`src/rtl/timer_counter_pkg.sv`:
```
// Shared constants for the timer counter: state encodings, mode/direction codes, default width.
package timer_counter_pkg;

  localparam int unsigned DEFAULT_WIDTH = 8;

  typedef logic [1:0] state_t;

  localparam state_t IDLE = 2'd0;
  localparam state_t RUN  = 2'd1;
  localparam state_t DONE = 2'd2;

  localparam logic MODE_CONT    = 1'b0;
  localparam logic MODE_ONESHOT = 1'b1;

  localparam logic DIR_UP   = 1'b0;
  localparam logic DIR_DOWN = 1'b1;

endpackage

```
`src/rtl/timer_counter_edge_detect_rise.sv`:
```
// Samples a pclk-synchronous level and emits a one-cycle pulse on each rising edge.
module edge_detect_rise (
  input  logic pclk,
  input  logic preset,
  input  logic d,
  output logic pulse
);

  logic d_q;

  // Previous-cycle copy of the input level.
  always_ff @(posedge pclk or posedge preset) begin
    if (preset) d_q <= 1'b0;
    else        d_q <= d;
  end

  assign pulse = d & ~d_q;

endmodule

```
`src/rtl/timer_counter.sv`:
```
// Up/down counter driven by rising edges of int_clk, with load, wrap flags and one-shot mode.
module timer_counter
  import timer_counter_pkg::*;
#(
  parameter int unsigned WIDTH = DEFAULT_WIDTH
) (
  input  logic             pclk,
  input  logic             preset,
  input  logic             int_clk,
  input  logic             en,
  input  logic             mode,
  input  logic             up_down,
  input  logic             load,
  input  logic [WIDTH-1:0] tdr,
  input  logic             clr_ovf,
  input  logic             clr_udf,
  output logic [WIDTH-1:0] cnt,
  output logic             ovf,
  output logic             udf,
  output logic             busy
);

  localparam logic [WIDTH-1:0] MAX = '1;

  logic   tick;
  logic   cnt_step;
  logic   wrap_up;
  logic   wrap_dn;
  state_t state;
  state_t state_next;

  edge_detect_rise u_tick (
    .pclk   (pclk),
    .preset (preset),
    .d      (int_clk),
    .pulse  (tick)
  );

  // A tick only advances the count while running and enabled; a load in the same cycle drops it.
  assign cnt_step = (state == RUN) && en && tick && !load;
  assign wrap_up  = cnt_step && (up_down == DIR_UP)   && (cnt == MAX);
  assign wrap_dn  = cnt_step && (up_down == DIR_DOWN) && (cnt == '0);

  // Next-state logic: enable gates RUN, a one-shot wrap parks in DONE until en drops.
  always_comb begin
    state_next = state;
    case (state)
      IDLE: if (en) state_next = RUN;
      RUN: begin
        if (!en)                                             state_next = IDLE;
        else if ((mode == MODE_ONESHOT) && (wrap_up || wrap_dn)) state_next = DONE;
      end
      DONE:    if (!en) state_next = IDLE;
      default: state_next = IDLE;
    endcase
  end

  // State register; busy is registered alongside so it always equals (state == RUN).
  always_ff @(posedge pclk or posedge preset) begin
    if (preset) begin
      state <= IDLE;
      busy  <= 1'b0;
    end else begin
      state <= state_next;
      busy  <= (state_next == RUN);
    end
  end

  // Counter: load has priority over counting; arithmetic wraps modulo 2**WIDTH.
  always_ff @(posedge pclk or posedge preset) begin
    if (preset)        cnt <= '0;
    else if (load)     cnt <= tdr;
    else if (cnt_step) cnt <= (up_down == DIR_UP) ? cnt + 1'b1 : cnt - 1'b1;
  end

  // Sticky wrap flags; a set in the same cycle as a clear keeps the flag high.
  always_ff @(posedge pclk or posedge preset) begin
    if (preset) begin
      ovf <= 1'b0;
      udf <= 1'b0;
    end else begin
      if (wrap_up)      ovf <= 1'b1;
      else if (clr_ovf) ovf <= 1'b0;
      if (wrap_dn)      udf <= 1'b1;
      else if (clr_udf) udf <= 1'b0;
    end
  end

endmodule

```
`config.mk`:
```
export PLATFORM = sky130hd
export DESIGN_NAME = timer_counter
export DESIGN_NICKNAME = d
export VERILOG_FILES = /design/src/rtl/timer_counter_pkg.sv /design/src/rtl/timer_counter_edge_detect_rise.sv /design/src/rtl/timer_counter.sv
export SDC_FILE = /design/constraint.sdc
export NUM_CORES = 1
export LEC_CHECK = 0
export ABC_AREA = 1
export BUFFER_PORTS_ARGS = -buffer_cell sky130_fd_sc_hd__buf_2
export CAP_MARGIN = 10
export CORE_MARGIN = 1.5
export CORE_UTILIZATION = 24
export CTS_CLUSTER_DIAMETER = 80
export DETAILED_ROUTE_END_ITERATION = 8
export HOLD_SLACK_MARGIN = 0.12
export PLACE_DENSITY = 0.47
export SYNTH_ARGS = -nofsm -noshare
export SYNTH_HDL_FRONTEND = slang
export SYNTH_SLANG_ARGS = --single-unit
```
`constraint.sdc`:
```
create_clock -name pclk -period 1.4 [get_ports pclk]
set_input_delay 0.21 -clock pclk [delete_from_list [all_inputs] [get_ports pclk]]
set_output_delay 0.21 -clock pclk [all_outputs]
set_load 0.01 [all_outputs]
```
==> metrics.cfg, run 1 <==
[status]
status=completed

[yosys]
async_reset_ff_frac=1.000
dominantRegCellSynth=dfrtp_1
synth.cell_area_um2=1031
postSynthCellCount=145
synth_edf_count=0
ys_seq_area_frac=0.3398
synth_top_area_frac=0.3398
yosysWarningCount=0
synth_fp_nets=169
synth_largest_area_cell=dfrtp_1
ys_ff_latch=14
avgSynthCellArea_um2=7.110
synth_cell_types=22
synthTopCellsByCount=nand2_1, inv_1, nand3_1, dfrtp_1, nor2_1
synth_most_common_cell=nand2_1
synthTopCellsByArea=dfrtp_1, nand2_1, inv_1

[timing]
fmax_mhz=720.8
fin_crit_ns=1.387
skew_ns=0.003333
grt_setup_unrepaired=true
fin_ws_ns=0.01274
fin_crit_sh=0.9909
slew_headroom=0.7440
finalMaxSlewViolations=0
tns_ns=0
hold_viol_final=0
setup_viol=0
tightestPinTransition_ns=0.3835

[route]
drt_pass1_iterations=6
wl_per_cell_um=12.04
wl_mm=2.975
via_per_inst=4.389
drc_errors=0
vias=1084
ant_nets=0
drt_iter0_markers=22

[placed_design]
numPortBuffers=27
place.gp.congestion=0.8858
pre_cts_slack_ns=-0.09512
dp_hpwl_mm=2.406

[pwr]
irDropWorstVdd_mv=0.3208
finalPower_mw=1.420
p_leak_nw=0.8271
power.density_nw_per_um2=925.6

[cells_and_area]
drive_gt1_frac=0.3858
nNetsFinal=222
area.growth.synth_to_final_pct=48.79
n_antenna_cell=0
nFillCells=448

[global_routing]
gr-total-overflow=0
track_usage=0.1422
antenna_found_initial=0
grt_pass1_wl_mm=4.933
grt_pass1_vias=1098
grt_max_degree=10

[clocking]
clock-sinks=14
numCtsBuffers=3
clock_latency_ns=0.25
htree_levels=1
clk_path_buf_depth=2
tritoncts=yes
clkTransAtPathRegs_ns=0.07
cts_root_buf=clkbuf_8

[die]
io_pins=28
dieArea_um2=4698
fp-row-count=23
start_util=0.2541
core_um2=4058
die_y_um=68.54
die_w_um=68.54

[job]
max_cap_violations=0

[setup_path]
required_ns=1.59
critPathArrivalTime_ns=1.58
critPathMaxStageDelay_ns=0.44
worstSetupPathType=reg -> reg
reg2reg_slack_ns=0.01
cp_max_fo=4
slowest_stage=dfrtp_2
endpoint_kind=flop
crit_path_start_kind=flop
crit_path_cell_trace=ha_4 > nand2_2 > o21ai_2 > xor2_1 > a21o_1

[min_path]
holdCritPathClass=in -> reg

[final timing paths]
kind,from,endpoint,cells after the start
min reg2reg,ovf,ovf,2
min in group asynchronous,preset,cnt[2],3
max reg2reg,cnt[3],cnt[4],5
max in group asynchronous,preset,ovf,4
max,cnt[3],cnt[4],5
min,clr_ovf,ovf,2
[power by group]
part           switching [mW]  internal, mW  total (mW)
registers              0.0318         0.436       0.468
clock network           0.164         0.249       0.413
logic                   0.278         0.261       0.539
total                   0.473         0.946        1.42
[placed cells by master, fill, tap and decap left out, types with 3 or more instances in the layout]
cell      instances
dfrtp_1          12
ha_1              3
o211ai_1          4
inv_1            24
nand2_1          36
clkbuf_8          4
buf_4            21
nor2_1            9
nand2_2           4
inv_2             3
nand3b_1          3
buf_2            27
a21oi_2           3
o21ai_0           5
nand3_1          14
ha_4              3
[worst max-delay path: cells and delay by family (launching register included)]
family,cells,cell delay (ns)
AO/OA/AOI/OAI,2,0.30
AND/OR/NAND/NOR,1,0.06
adder cells (fa/ha/maj),1,0.30
XOR/XNOR,1,0.23
flip-flops,1,0.44
[routing by layer]
metal  GRT usage  vias up  wire [um]
li1            -      565          -
met1      0.1856      498       1396
met2      0.2416       19       1430
met3     0.01948        2        125
met4     0.04500        0         23
met5           0        -          0
[area by class of cell]
class | count | area (um^2) | area share
sequential | 14 | 352.8 | 0.2300
tap | 50 | 62.56 | 0.04078
timing repair buffer | 50 | 312.8 | 0.2039
clock buffer | 4 | 55.05 | 0.03589
multi-input combinational | 102 | 649.4 | 0.4233
inverter | 27 | 101.3 | 0.06607
[flip-flops by register name (all words and copies together), names as in the netlist]
| signal | count |
|---|---|
| busy | 1 |
| u_tick.d_q | 1 |
| ovf | 1 |
| cnt | 8 |
| udf | 1 |
| state | 2 |
[per-stage QoR]
step / hold WS, ns / area, um^2 / std cells / util
finish: 0.1384 / 1534 / 247 / 0.3780
global route: 0.1584 / 1534 / 247 / 0.3780
CTS: 0.1364 / 1488 / 247 / 0.3666
detailed placement: 0.2040 / 1380 / 240 / 0.3401
global placement: 0.1927 / 1380 / 240 / 0.3401
floorplan: 0.09915 / 1051 / 145 / -
[kinds of logic (layout without fill, tap and decap cells)]
| logic type | Yosys count | count (layout) | share of synthesized area |
|---|---|---|---|
| fa+ha+maj | 7 | 7 | 0.09223 |
| buf+inv | 29 | 81 | 0.1165 |
| simple gates | 73 | 73 | 0.3119 |
| flops | 14 | 14 | 0.3398 |
| compound gates | 18 | 18 | 0.1056 |
| xor+xnor | 4 | 4 | 0.03399 |
[what timing repair did]
action,4_1_cts,5_1_grt
gates resized for setup,2,13
buffers inserted,1,0
pin swaps,2,4
hold endpoints to repair,9,0
endpoints found under the setup margin,4,10
hold buffers,2,0
Power figures use the tool's default switching activity.
==> run 2: changes to the inputs <==
--- a/config.mk
+++ b/config.mk
@@ -8,6 +8,7 @@
 export ABC_AREA = 1
 export BUFFER_PORTS_ARGS = -buffer_cell sky130_fd_sc_hd__buf_2
 export CAP_MARGIN = 10
+export CORE_ASPECT_RATIO = 1.1
 export CORE_MARGIN = 1.5
 export CORE_UTILIZATION = 24
 export CTS_CLUSTER_DIAMETER = 80
==> constraint.sdc (replaced) <==
create_clock -name pclk -period 1.4 [get_ports pclk]
set_input_delay 0.28 -clock pclk [delete_from_list [all_inputs] [get_ports pclk]]
set_output_delay 0.28 -clock pclk [all_outputs]
set_load 0.01 [all_outputs]
==> metrics.cfg, run 2 (synthesized netlist as in run 1, its figures left out) <==
[status]
status=finished, violations left
violations=setup timing

[timing]
fin_crit_sh=1.023  ; +0.03207
skew_ns=0.001752  ; -0.001581 ns
setup_viol=1  ; +1
fmax_mhz=698.3  ; -3.1%
grt_setup_unrepaired=true
slew_headroom=0.6238  ; -0.1202
fin_crit_ns=1.432  ; +0.04489 ns
finalMaxSlewViolations=0  ; unchanged
hold_viol_final=0  ; unchanged
fin_ws_ns=-0.03215  ; -0.04489 ns
tightestPinTransition_ns=0.5636  ; +0.1801 ns

[setup_path]
reg2reg_slack_ns=-0.03  ; -0.04 ns
r2r-end=cnt[4]
crit-reg2reg-launch=cnt[1]
worstSetupPathType=reg -> reg
required_ns=1.59  ; about the same
ff2ff_path_depth=6  ; +1
endpoint_kind=flop
path_buf_inv=2  ; +2
path_delay_family=flip-flops
slowest_stage=dfrtp_1
crit_path_start_kind=flop
critPathMaxStageDelay_ns=0.42  ; -0.02 ns
critPathArrivalTime_ns=1.63  ; +0.05 ns
cp_max_fo=3  ; -1
crit_path_cell_trace=inv_2 > fa_2 > o21ai_2 > buf_4 > xor2_1 > a21o_1

[route]
ant_nets=0  ; unchanged
drc_errors=0  ; unchanged
vias=1136  ; +4.8%
wl_per_cell_um=12.66  ; +5.1%
via_per_inst=4.455  ; +1.5%
drt_iter0_markers=45  ; +100%
drt_pass1_iterations=4  ; -2
wl_mm=3.228  ; +8.5%

[die]
core_um2=4054  ; about the same
dieArea_um2=4698  ; about the same
die_w_um=65.49  ; -4.4%
fp-row-count=24  ; +4.3%
die_y_um=71.74  ; +4.7%
io_pins=28  ; unchanged
start_util=0.2543  ; about the same

[clocking]
tritoncts=yes
clkTransAtPathRegs_ns=0.06  ; about the same
clock-sinks=14  ; unchanged
cts_root_buf=clkbuf_8
clk_path_buf_depth=2  ; unchanged
htree_levels=1  ; unchanged
clock_latency_ns=0.25  ; about the same
numCtsBuffers=3  ; unchanged

[global_routing]
track_usage=0.1411  ; -0.001092
grt_pass1_vias=1186  ; +8.0%
antenna_found_initial=0  ; unchanged
grt_max_degree=15  ; +5
grt_pass1_wl_mm=5.133  ; +4.1%
gr-total-overflow=0  ; unchanged

[cells_and_area]
seqCellArea_um2=352.8  ; unchanged
largest_reg_flops=8  ; unchanged
top_register=cnt
nNetsFinal=228  ; +2.7%
reg_top3=cnt x8, state x2
final_common_cell=nand2_1
n_antenna_cell=0  ; unchanged
area.growth.synth_to_final_pct=60.44
nFillCells=433  ; -3.3%
layout_common_cells=nand2_1, buf_2, buf_4, inv_1, dfrtp_1
drive_gt1_frac=0.4384  ; +0.05264
finish.instance_area_um2=1654  ; +7.8%
multi_input_area_um2=716.9  ; +10%
final_cells=255  ; +3.2%

[min_path]
hold_path_end=u_tick.d_q
min_from=int_clk
holdCritPathClass=in -> reg
hold_depth=1  ; -1

[pwr]
clock_power_share=0.272  ; -0.019
intPower_uw=990.0  ; +4.6%
switchingPower_uw=504.7  ; +6.6%
power.density_nw_per_um2=903.6  ; -2.4%
pwr-share-seq=0.315  ; -0.015
pwr-share-comb=0.413  ; +0.034
swShare=0.3377  ; +0.004272
p_leak_nw=0.8565  ; +3.6%
irDropWorstVdd_mv=0.3009  ; -6.2%

[placed_design]
place.gp.congestion=0.8423  ; -4.9%
dp_hpwl_mm=2.407  ; about the same
place_inst=245  ; +2.1%
numPortBuffers=27  ; unchanged
place_area_um2=1405  ; +1.8%

[job]
max_cap_violations=0  ; unchanged

==> run 2: changes by cell type in the layout (fill, tap and decap cells not counted), sizes merged <==
cell	previous run	this run
buf	48	55
dlygate4sd3	2	1
==> run 2: how the worst max path moves through the flow <==
stage,end,cells past startpoint,start
after floorplan,cnt[6],8,cnt[1]
after global placement,cnt[7],8,up_down
after detailed placement,cnt[7],8,up_down
after CTS,cnt[6],8,cnt[1]
after global routing,cnt[6],8,cnt[1]
final,cnt[4],6,cnt[1]
==> run 2: what timing repair did <==
action                                  4_1_cts  5_1_grt
hold buffers                                  1        0
hold endpoints to repair                     14        0
resized for setup                             2       26
pin swaps                                     2       14
buffers inserted                              0        5
endpoints found under the setup margin        4       10
==> run 2: cell type report <==
class / instances / area share
tap: 52 / 0.03933
clock buffer: 4 / 0.03328
timing repair buffer: 56 / 0.2194
sequential: 14 / 0.2133
multi-input combinational: 102 / 0.4334
inverter: 27 / 0.06127
==> run 2: layer usage <==
| metal | wire length (um) | global-route usage |
|---|---|---|
| met1 | 1352 | 0.1536 |
| met5 | 0 | 0 |
| met3 | 134 | 0.03611 |
| met2 | 1720 | 0.2619 |
| met4 | 20 | 0.04861 |
==> run 2: power by group through the flow <==
stage / sequential (mW) / combinational (mW) / clock (mW)
after floorplan: 0.491 / 0.248 / 0
after global placement: 0.470 / 0.497 / 0
after detailed placement: 0.472 / 0.503 / 0
after CTS: 0.466 / 0.518 / 0.422
after global routing: 0.475 / 0.680 / 0.441
final: 0.471 / 0.617 / 0.406
==> run 2: per-stage QoR <==
stage | hold slack [ns] | power (mW) | setup TNS [ns] | setup slack (ns) | util
final | 0.1663 | 1.495 | -0.03215 | -0.03215 | 0.4080
after detailed placement | 0.3771 | 0.9748 | -0.7243 | -0.1524 | 0.3466
after CTS | 0.1427 | 1.406 | 0 | 0.002950 | 0.3667
after floorplan | 0.1692 | 0.7393 | -0.005304 | -0.005304 | -
after global placement | 0.3552 | 0.9674 | -0.6247 | -0.1370 | 0.3466
after global routing | 0.1525 | 1.595 | -0.4004 | -0.1063 | 0.4080
==> run 2: worst register-to-register path, cell delays in order, from the launching register on <==
cell	delay, ns
dfrtp_1	0.42
inv_2	0.06
fa_2	0.35
o21ai_2	0.16
buf_4	0.13
xor2_1	0.14
a21o_1	0.12
==> run 3: changes to the inputs <==
--- a/config.mk
+++ b/config.mk
@@ -10,11 +10,11 @@
 export CAP_MARGIN = 10
 export CORE_ASPECT_RATIO = 1.1
 export CORE_MARGIN = 1.5
-export CORE_UTILIZATION = 24
+export CORE_UTILIZATION = 35
 export CTS_CLUSTER_DIAMETER = 80
 export DETAILED_ROUTE_END_ITERATION = 8
 export HOLD_SLACK_MARGIN = 0.12
-export PLACE_DENSITY = 0.47
+export PLACE_DENSITY = 0.62
 export SYNTH_ARGS = -nofsm -noshare
 export SYNTH_HDL_FRONTEND = slang
 export SYNTH_SLANG_ARGS = --single-unit
==> metrics.cfg, run 3 (synthesized netlist as in run 1, its figures left out) <==
[status]
status=finished, violations left
violations=setup timing

[global_routing]
grt_pass1_vias=1081  ; -8.9%
gr-total-overflow=0  ; unchanged
track_usage=0.1822  ; +0.04106
grt_max_degree=15  ; unchanged
grt_pass1_wl_mm=4.367  ; -15%
antenna_found_initial=0  ; unchanged

[timing]
hold_viol_final=0  ; unchanged
setup_viol=1  ; unchanged
fin_crit_ns=1.402  ; -0.03061 ns
tightestPinTransition_ns=0.5540  ; -0.009661 ns
finalMaxSlewViolations=0  ; unchanged
fmax_mhz=713.5  ; +2.2%
slew_headroom=0.6303  ; +0.006448
fin_hold_ws_ns=0.1725  ; +0.006181 ns
fin_crit_sh=1.001  ; -0.02187
skew_ns=0.007207  ; +0.005455 ns
grt_setup_unrepaired=true
fin_ws_ns=-0.001538  ; +0.03061 ns

[setup_path]
slowest_stage=dfrtp_1
crit_path_cell_trace=inv_2 > fa_2 > o21ai_2 > nand2_1 > nand2_1 > nand2_1 > nand3_1 > nand2_1
critPathArrivalTime_ns=1.57  ; -0.06 ns
crit_path_start_kind=flop
cp_max_fo=3  ; unchanged
endpoint_kind=flop
critPathMaxStageDelay_ns=0.40  ; -0.02 ns
crit_top_cell=nand2_1
required_ns=1.57  ; -0.02 ns
worstSetupPathType=reg -> reg

[route]
ant_nets=0  ; unchanged
vias=1105  ; -2.7%
drc_errors=0  ; unchanged
via_per_inst=4.804  ; +7.8%
wl_per_cell_um=12.48  ; -1.4%
wl_mm=2.870  ; -11%
drt_pass1_iterations=4  ; unchanged
drt_iter0_markers=17  ; -62%

[cells_and_area]
final_common_cell=nand2_1
n_antenna_cell=0  ; unchanged
drive_gt1_frac=0.3807  ; -0.05771
layout_common_cells=nand2_1, buf_2, inv_1, buf_4
largest_reg_flops=8  ; unchanged
reg_top3=cnt x8, state x2
nNetsFinal=222  ; -2.6%
area.growth.synth_to_final_pct=47.69
top_register=cnt
utilization=0.5482  ; +0.1402
finish.instance_area_um2=1523  ; -7.9%

[pwr]
pwr-share-seq=0.370  ; +0.055
switchingPower_uw=447.8  ; -11%
clock_power_share=0.194  ; -0.078
swShare=0.3545  ; +0.01685
power.density_nw_per_um2=829.5  ; -8.2%
p_leak_nw=0.8149  ; -4.9%
pwr-share-comb=0.436  ; +0.023
finalPower_mw=1.263  ; -15%
intPower_uw=815.3  ; -18%
irDropWorstVdd_mv=0.6059  ; +100%

[die]
fp-row-count=20  ; -17%
core_um2=2778  ; -31%
start_util=0.3712  ; +0.1169
io_pins=28  ; unchanged
die_y_um=59.93  ; -16%
die_w_um=54.75  ; -16%
dieArea_um2=3281  ; -30%

[clocking]
cts_root_buf=clkbuf_4
clock_latency_ns=0.28  ; +0.03 ns
clk_path_buf_depth=2  ; unchanged
clock-sinks=14  ; unchanged
htree_levels=1  ; unchanged
clkTransAtPathRegs_ns=0.09  ; +0.03 ns
numCtsBuffers=3  ; unchanged
tritoncts=yes

[placed_design]
place.gp.congestion=0.8332  ; -1.1%
pre_cts_slack_ns=-0.1659  ; -0.01353 ns
dp_hpwl_mm=2.200  ; -8.6%
numPortBuffers=27  ; unchanged
place_area_um2=1371  ; -2.4%

[min_path]
holdCritPathClass=in -> reg

[job]
max_cap_violations=0  ; unchanged

==> run 3: cell count changes in the layout (fill, tap and decap cells not counted), moves of 2 or more <==
cell / change
buf_4: -7
clkbuf_8: -4
clkbuf_4: +3
nand3_1: +2
nor2_1: +2
==> run 3: final cells by class <==
type	count	area (um^2)
Fill cell	267	1255
Multi-Input combinational cell	102	673.1
Sequential cell	14	351.6
Timing Repair Buffer	50	329.1
Inverter	27	101.3
Tap cell	33	41.29
Clock buffer	4	26.28
==> run 3: critical path, delay by kind of cell, from the launching register on <==
| kind | cells | cell delay (ns) |
|---|---|---|
| fa+ha+maj | 1 | 0.36 |
| flops | 1 | 0.40 |
| compound gates | 1 | 0.16 |
| buf+inv | 1 | 0.06 |
| simple gates | 5 | 0.31 |
==> run 3: stage by stage <==
stage	std cells	TNS (ns)
after floorplan	145	-0.005304
after global placement	223	-0.4334
after detailed placement	223	-0.6066
after CTS	229	-0.002623
after global routing	230	-0.2602
final	230	-0.001538
==> run 3: power groups by stage <==
stage	registers (mW)	logic (mW)	clock network, mW
2_1_floorplan	0.491	0.248	0
3_3_place_gp	0.468	0.478	0
3_5_place_dp	0.470	0.481	0
4_1_cts	0.463	0.497	0.250
5_1_grt	0.472	0.609	0.277
6_report	0.467	0.551	0.245
==> run 3: timing repair <==
item                                    4_1_cts  5_1_grt
endpoints found under the setup margin        4        7
hold endpoints to repair                     15        0
pin swaps                                     2        6
buffers inserted                              0        1
resized for setup                             1       15
hold buffers                                  2        0
==> run 3: worst paths after layout <==
| path | endpoint | cells after the start | start | slack, ns |
|---|---|---|---|---|
| worst max register to register | cnt[6] | 8 | cnt[1] | -0.002 |
| max in group asynchronous | cnt[0] | 3 | preset | 0.42 |
| min in group asynchronous | state[0] | 3 | preset | 0.58 |
| worst min-delay path | ovf | 2 | clr_ovf | 0.17 |
| worst max-delay path | cnt[6] | 8 | cnt[1] | -0.002 |
| worst min register to register | ovf | 2 | ovf | 0.54 |
==> run 3: layer usage <==
layer | up-vias | global-route usage | share of wire
met3 | 4 | 0.01500 | 0.033
li1 | 563 | - | -
met2 | 24 | 0.3367 | 0.54
met5 | - | 0 | 0
met1 | 514 | 0.2215 | 0.42
met4 | 0 | 0.04286 | 0.0080
